**src/rtl/fastram_arb_pkg.sv**
```systemverilog
// Shared types for the FastRAM arbiter: FSM states, port indices and grant encodings.
// Used by fastram_arbiter and fastram_arb_pick; FASTRAM_ARB_RR_EN selects round-robin ties.
package fastram_arb_pkg;

    typedef enum logic [2:0] {
        IDLE      = 3'd0,
        ISSUE     = 3'd1,
        WAIT_RISE = 3'd2,
        WAIT_FALL = 3'd3,
        ACK       = 3'd4
    } arb_state_e;

    localparam logic PORT_A = 1'b0;
    localparam logic PORT_B = 1'b1;

    localparam logic [1:0] GRANT_NONE = 2'b00;
    localparam logic [1:0] GRANT_A    = 2'b01;
    localparam logic [1:0] GRANT_B    = 2'b10;

    function automatic logic grant_port(input logic [1:0] g);
        return (g == GRANT_B) ? PORT_B : PORT_A;
    endfunction

endpackage

```
**src/rtl/fastram_arb_pick.sv**
```systemverilog
// Combinational winner selection between the CPU (a) and disk DMA (b) ports.
// FASTRAM_ARB_RR_EN: ties go to the port not served last; otherwise port a always wins ties.
module fastram_arb_pick
    import fastram_arb_pkg::*;
(
    input  logic       a_req_i,
    input  logic       b_req_i,
`ifdef FASTRAM_ARB_RR_EN
    input  logic       last_port_i,
`endif
    output logic [1:0] pick_o
);

    always_comb begin
        pick_o = GRANT_NONE;
        if (a_req_i && b_req_i) begin
`ifdef FASTRAM_ARB_RR_EN
            pick_o = (last_port_i == PORT_A) ? GRANT_B : GRANT_A;
`else
            pick_o = GRANT_A;
`endif
        end else if (a_req_i) begin
            pick_o = GRANT_A;
        end else if (b_req_i) begin
            pick_o = GRANT_B;
        end
    end

endmodule

```
**src/rtl/fastram_arbiter.sv**
```systemverilog
// Two-port arbiter onto a single SDRAM channel with busy handshake and rise timeout.
// FASTRAM_ARB_RR_EN enables round-robin tie-breaking (a last-served register); default is fixed a-priority.
//
// state     | meaning
// IDLE      | wait for a request while the channel is free, latch winner
// ISSUE     | one-cycle mem_rd/mem_wr strobe from the latched access
// WAIT_RISE | wait for mem_busy to rise, bounded by BUSY_TO
// WAIT_FALL | wait for mem_busy to fall, capture read data
// ACK       | pulse the winner's ack, release grant
module fastram_arbiter
    import fastram_arb_pkg::*;
#(
    parameter int ADDR_W  = 23,
    parameter int DATA_W  = 8,
    parameter int BUSY_TO = 15
) (
    input  logic              clk_sys,
    input  logic              reset_n,
    input  logic              a_req,
    input  logic              a_we,
    input  logic [ADDR_W-1:0] a_addr,
    input  logic [DATA_W-1:0] a_din,
    output logic [DATA_W-1:0] a_dout,
    output logic              a_ack,
    input  logic              b_req,
    input  logic              b_we,
    input  logic [ADDR_W-1:0] b_addr,
    input  logic [DATA_W-1:0] b_din,
    output logic [DATA_W-1:0] b_dout,
    output logic              b_ack,
    output logic [ADDR_W-1:0] mem_addr,
    output logic [DATA_W-1:0] mem_din,
    output logic              mem_wr,
    output logic              mem_rd,
    input  logic [DATA_W-1:0] mem_dout,
    input  logic              mem_busy,
    output logic [1:0]        grant
);

    localparam int CNT_W = $clog2(BUSY_TO + 2);
    localparam logic [CNT_W-1:0] CNT_MAX = CNT_W'(BUSY_TO);

    arb_state_e        state_q, state_d;
    logic [1:0]        grant_q, grant_d;
    logic              we_q, we_d;
    logic [ADDR_W-1:0] addr_q, addr_d;
    logic [DATA_W-1:0] din_q, din_d;
    logic [DATA_W-1:0] a_dout_q, a_dout_d;
    logic [DATA_W-1:0] b_dout_q, b_dout_d;
    logic [CNT_W-1:0]  cnt_q, cnt_d;
    logic [1:0]        pick;

`ifdef FASTRAM_ARB_RR_EN
    logic last_q, last_d;

    fastram_arb_pick u_pick (
        .a_req_i     (a_req),
        .b_req_i     (b_req),
        .last_port_i (last_q),
        .pick_o      (pick)
    );
`else
    fastram_arb_pick u_pick (
        .a_req_i (a_req),
        .b_req_i (b_req),
        .pick_o  (pick)
    );
`endif

    always_comb begin
        state_d  = state_q;
        grant_d  = grant_q;
        we_d     = we_q;
        addr_d   = addr_q;
        din_d    = din_q;
        a_dout_d = a_dout_q;
        b_dout_d = b_dout_q;
        cnt_d    = '0;
`ifdef FASTRAM_ARB_RR_EN
        last_d   = last_q;
`endif
        case (state_q)
            IDLE: begin
                if (pick != GRANT_NONE && !mem_busy) begin
                    grant_d = pick;
                    we_d    = (pick == GRANT_B) ? b_we   : a_we;
                    addr_d  = (pick == GRANT_B) ? b_addr : a_addr;
                    din_d   = (pick == GRANT_B) ? b_din  : a_din;
                    state_d = ISSUE;
                end
            end
            // Holding here while busy keeps the strobe off an occupied channel.
            ISSUE: begin
                if (!mem_busy) state_d = WAIT_RISE;
            end
            WAIT_RISE: begin
                cnt_d = (cnt_q == CNT_MAX) ? cnt_q : cnt_q + 1'b1;
                if (mem_busy) begin
                    state_d = WAIT_FALL;
                end else if (cnt_q == CNT_MAX) begin
                    state_d = ACK;
                end
            end
            WAIT_FALL: begin
                if (!mem_busy) begin
                    if (!we_q) begin
                        if (grant_port(grant_q) == PORT_B) b_dout_d = mem_dout;
                        else                               a_dout_d = mem_dout;
                    end
                    state_d = ACK;
                end
            end
            ACK: begin
                grant_d = GRANT_NONE;
                state_d = IDLE;
`ifdef FASTRAM_ARB_RR_EN
                last_d  = grant_port(grant_q);
`endif
            end
            default: state_d = IDLE;
        endcase
    end

    always_ff @(posedge clk_sys) begin
        if (!reset_n) begin
            state_q  <= IDLE;
            grant_q  <= GRANT_NONE;
            we_q     <= 1'b0;
            addr_q   <= '0;
            din_q    <= '0;
            a_dout_q <= '0;
            b_dout_q <= '0;
            cnt_q    <= '0;
`ifdef FASTRAM_ARB_RR_EN
            last_q   <= PORT_B;
`endif
        end else begin
            state_q  <= state_d;
            grant_q  <= grant_d;
            we_q     <= we_d;
            addr_q   <= addr_d;
            din_q    <= din_d;
            a_dout_q <= a_dout_d;
            b_dout_q <= b_dout_d;
            cnt_q    <= cnt_d;
`ifdef FASTRAM_ARB_RR_EN
            last_q   <= last_d;
`endif
        end
    end

    assign mem_rd   = (state_q == ISSUE) && !mem_busy && !we_q;
    assign mem_wr   = (state_q == ISSUE) && !mem_busy &&  we_q;
    assign mem_addr = addr_q;
    assign mem_din  = din_q;
    assign a_ack    = (state_q == ACK) && (grant_q == GRANT_A);
    assign b_ack    = (state_q == ACK) && (grant_q == GRANT_B);
    assign a_dout   = a_dout_q;
    assign b_dout   = b_dout_q;
    assign grant    = grant_q;

endmodule

```
**config.mk**
```make
export PLATFORM = sky130hd
export DESIGN_NAME = fastram_arbiter
export DESIGN_NICKNAME = d
export VERILOG_FILES = /design/src/rtl/fastram_arb_pkg.sv /design/src/rtl/fastram_arb_pick.sv /design/src/rtl/fastram_arbiter.sv
export SDC_FILE = /design/constraint.sdc
export NUM_CORES = 1
export LEC_CHECK = 0
export BUFFER_PORTS_ARGS = -buffer_cell sky130_fd_sc_hd__buf_2
export CORE_MARGIN = 2
export CORE_UTILIZATION = 30
export DETAILED_ROUTE_END_ITERATION = 10
export HOLD_SLACK_MARGIN = 0.02
export PLACE_DENSITY = 0.56
export REMOVE_ABC_BUFFERS = 1
export SLEW_MARGIN = 5
export SYNTH_ARGS = -nofsm -noshare
export SYNTH_HDL_FRONTEND = slang
export SYNTH_SLANG_ARGS = --single-unit
```
**constraint.sdc**
```tcl
create_clock -name clk_sys -period 1.5 [get_ports clk_sys]
set_input_delay 0.225 -clock clk_sys [delete_from_list [all_inputs] [get_ports clk_sys]]
set_output_delay 0.225 -clock clk_sys [all_outputs]
set_load 0.005 [all_outputs]
```
==> impl_results.md <==
* Worst R2R Path Depth at 5
* Slack of the worst reg-to-reg path at -0.10 ns
* Primary FF master, synth: dfxtp_1
* I/O pin count at 130
* End point of the critical path: mem_rd
* Yosys warning total at 0
* Final-layout fill cell count at 913
* Element type at the critical path end: primary output
* Kind of launch point of the worst setup path: flip-flop
* Place WS at -0.01649 ns
* Largest net degree at the start of global routing at 37
* Cell type contributing the most total cell area after synthesis: dfxtp_1
* Total power after layout at around 3600 uW
* Worst slew slack as a fraction of its limit at 79.08%
* Top cells by area in the synthesized netlist: dfxtp_1, mux2i_1, o211ai_2
* Final-report max-slew violation count at 0
* Top cells by count, synth: dfxtp_1, mux2i_1, o211ai_2, o21ai_1, nand2_1
* TritonCTS clock tree: yes
* Count leader, synth: dfxtp_1
* Placed Cells incl. Taps at 501
* Worst reg2reg path endpoint: grant[0]$_SDFFE_PN0P_
* Min Tclk post-route at 1.635 ns
* Netlist area before placement at 0.002769 sq mm
* DRT Pass-1 Iters at 4
* Final Instance Area at 0.003923 sq mm
* CTS clock-pin slew for the worst setup and hold paths at 0.07 ns
* Number of clock sinks at between 50 and 60
* Classification of the worst-slack hold path: input pin to flip-flop
* Slew at the pin with the worst max-slew slack at 0.3138 ns
* Total wire length after detailed routing at 7311 um
* Post-route fraction of the period consumed by the critical path at 109.0%
* Initial antenna violation count at 0
* Number of setup violations in the final report at 36
* Maximum level of the CTS H-tree at 3
* Smallest setup slack after layout at -0.1347 ns
* Number of synthesized flops with an enable pin at 0
* Failing checks: negative setup slack
* Residual DRC count at 0
* Final weighted congestion in routability-driven placement at around 0.67
* Post-cts hold buffer count at 0
* Core region area at 0.009109 sq mm
* Share of cells above drive strength 1 at between 50% and 60%
* Wire length of the first global-routing pass at roughly 11000 um
* Critical Path AT at 1.41 ns
* Run status: finished, violations left
* Final cell count without fillers at around 520
* Maximum vdd ir drop at 0.0003778 V
* Overall via count from detail_route at 2483
* Die width at 100.1 um
* Setup CP Type: flip-flop to primary output
* Worst Min Path Start: a_din[3]
* Signed area change from the synthesized netlist to the final layout at 41.66%
* Critical Path Fanout Max at 2
* Max Cap Violations at 0
* Share of synthesized area occupied by flip-flops and latches at between 40% and 50%
* Worst reg2reg path startpoint: state_q[1]$_SDFFE_PN0P_
* Areal power density over the cells at around 900 mW/mm^2
* Source-to-sink clock delay at the later pin of the worst-skew pair at about 0.32 ns
* Per-instance average area after synthesis at 10.29 sq um
* Cts bufs inserted at 9
* Via count of the first global-routing pass at around 2.4k
* Site Rows at 35
* Starting utilization of the core area at a little under a third
* Req. time, crit path at 1.27 ns
* Number of violations reported at the end of detailed-routing iteration 0 at 48
* Die Outline Area at 0.01001 sq mm
* Flip-flop and latch count after synthesis at 58
* Number of instances in the synthesized netlist at ~270
* Post-detail-place hpwl at around 5200 um
* IO Port Bufs at 129
* Final net count at 486
* Hold Fails Final Rpt at 0
* Die H at around 100 um
* Total area of multi-input combinational cells at 0.001503 sq mm
* Total congestion overflow at 0
* Timing startpoint of the critical path: we_q$_SDFFE_PN0P_
* Count of distinct cell types in the synthesized netlist at 32
* Mean routed wirelength per cell at approximately 14 um
* Area used by sequential logic in the layout at about 0.0012 sq mm
* Leakage power summed over all cells at 0.001767 uW
* Worst setup skew after layout at 0.006527 ns
* CTS Root Cell: clkbuf_8
* Share of synthesized registers carrying an async set or reset at 0%
* GRT Resource Usage Total at between 10% and 20%
* Bufs on Longest Clock Path at 2
* Vias per cell at 4.748
* RSZ-0062 raised after global routing: true
* Number of nets with antenna violations after routing at 0
* Top cell type's share of synthesized area at 41.93%
* Fmax achieved at 0.6117 GHz
* Number of antenna repair diodes at 0
* Post-detailed-placement cell area at 0.003605 sq mm
-- power breakdown --
| group | total (uW) | internal (uW) | switching, uW |
|---|---|---|---|
| sequential | 1670 | 1620 | 53.3 |
| clock | 1340 | 728 | 614 |
| combinational | 616 | 309 | 307 |
| total | 3630 | 2650 | 974 |
-- cell type report --
cell class              count  area share [%]
clock buffers              12           4.211
inverters                   2          0.1914
multi-input cells         184           38.31
repair buffers            152           23.19
well taps                 111           3.541
flip-flops and latches     58           29.92
clock inverters             4          0.6380
-- what timing repair did --
item,in CTS,in global routing
gates resized for setup,15,10
cloned,0,1
pin swaps,35,8
buffers inserted,4,1
setup endpoints to repair,5,59
-- placed cells by master (no fill, tap or decap), types with 4 or more instances in the layout --
cell type	instances
mux2i_1	49
o21ai_1	32
clkbuf_8	12
nor2_1	7
buf_2	129
dfxtp_1	52
buf_12	5
nand2_1	27
buf_4	14
dfxtp_2	4
o211ai_2	30
-- flip-flops by register name, summed over array words and instances (netlist names) --
name and cells:
a_dout 8, b_dout 8, cnt_q 5, grant 2, mem_addr 23, mem_din 8
state_q 3, we_q 1
-- logic make-up (layout without fill, tap and decap cells) --
family,Yosys count,after routing,synth area share [%]
XOR/XNOR,3,3,0.9491
AO/OA/AOI/OAI,72,72,21.64
buffers and inverters,27,170,5.829
adder cells (fa/ha/maj),2,2,0.9036
flip-flops,58,58,41.93
multiplexers,49,49,17.71
AND/OR/NAND/NOR,58,58,11.03
-- worst min-delay path by stage --
stage / endpoint / slack, ns / cells after the start
after global routing: mem_din[3]$_SDFFE_PN0P_ / 0.15 / 3
after global placement: a_dout[1]$_SDFFE_PN0P_ / 0.44 / 2
final: mem_din[3]$_SDFFE_PN0P_ / 0.16 / 3
after detailed placement: a_dout[1]$_SDFFE_PN0P_ / 0.45 / 2
after floorplan: state_q[2]$_SDFFE_PN0P_ / 0.30 / 1
after CTS: mem_addr[4]$_SDFFE_PN0P_ / 0.14 / 3
-- stage by stage --
step           utilization (%)  hold slack [ns]  TNS (ns)
5_1_grt                  43.06           0.1547    -4.331
4_1_cts                  42.47           0.1357    -1.762
3_5_place_dp             39.57           0.4462  -0.03296
2_1_floorplan                -           0.3026    -56.70
6_report                 43.06           0.1559    -2.665
3_3_place_gp             39.57           0.4427  -0.02961
-- critical path, stage by stage, from the launching register on --
cell	delay, ns
dfxtp_2	0.33
or3_4	0.40
nor3b_2	0.20
buf_2	0.15
-- metal layers --
| layer | wire length (um) | global-route usage, % | share of wire [%] |
|---|---|---|---|
| met1 | 3226 | 17.41 | 44 |
| met2 | 3665 | 24.64 | 50 |
| met3 | 323 | 2.925 | 4.4 |
| met4 | 96 | 6.955 | 1.3 |
| met5 | 0 | 0 | 0 |
Note: power is estimated with default switching activity, not from simulation.
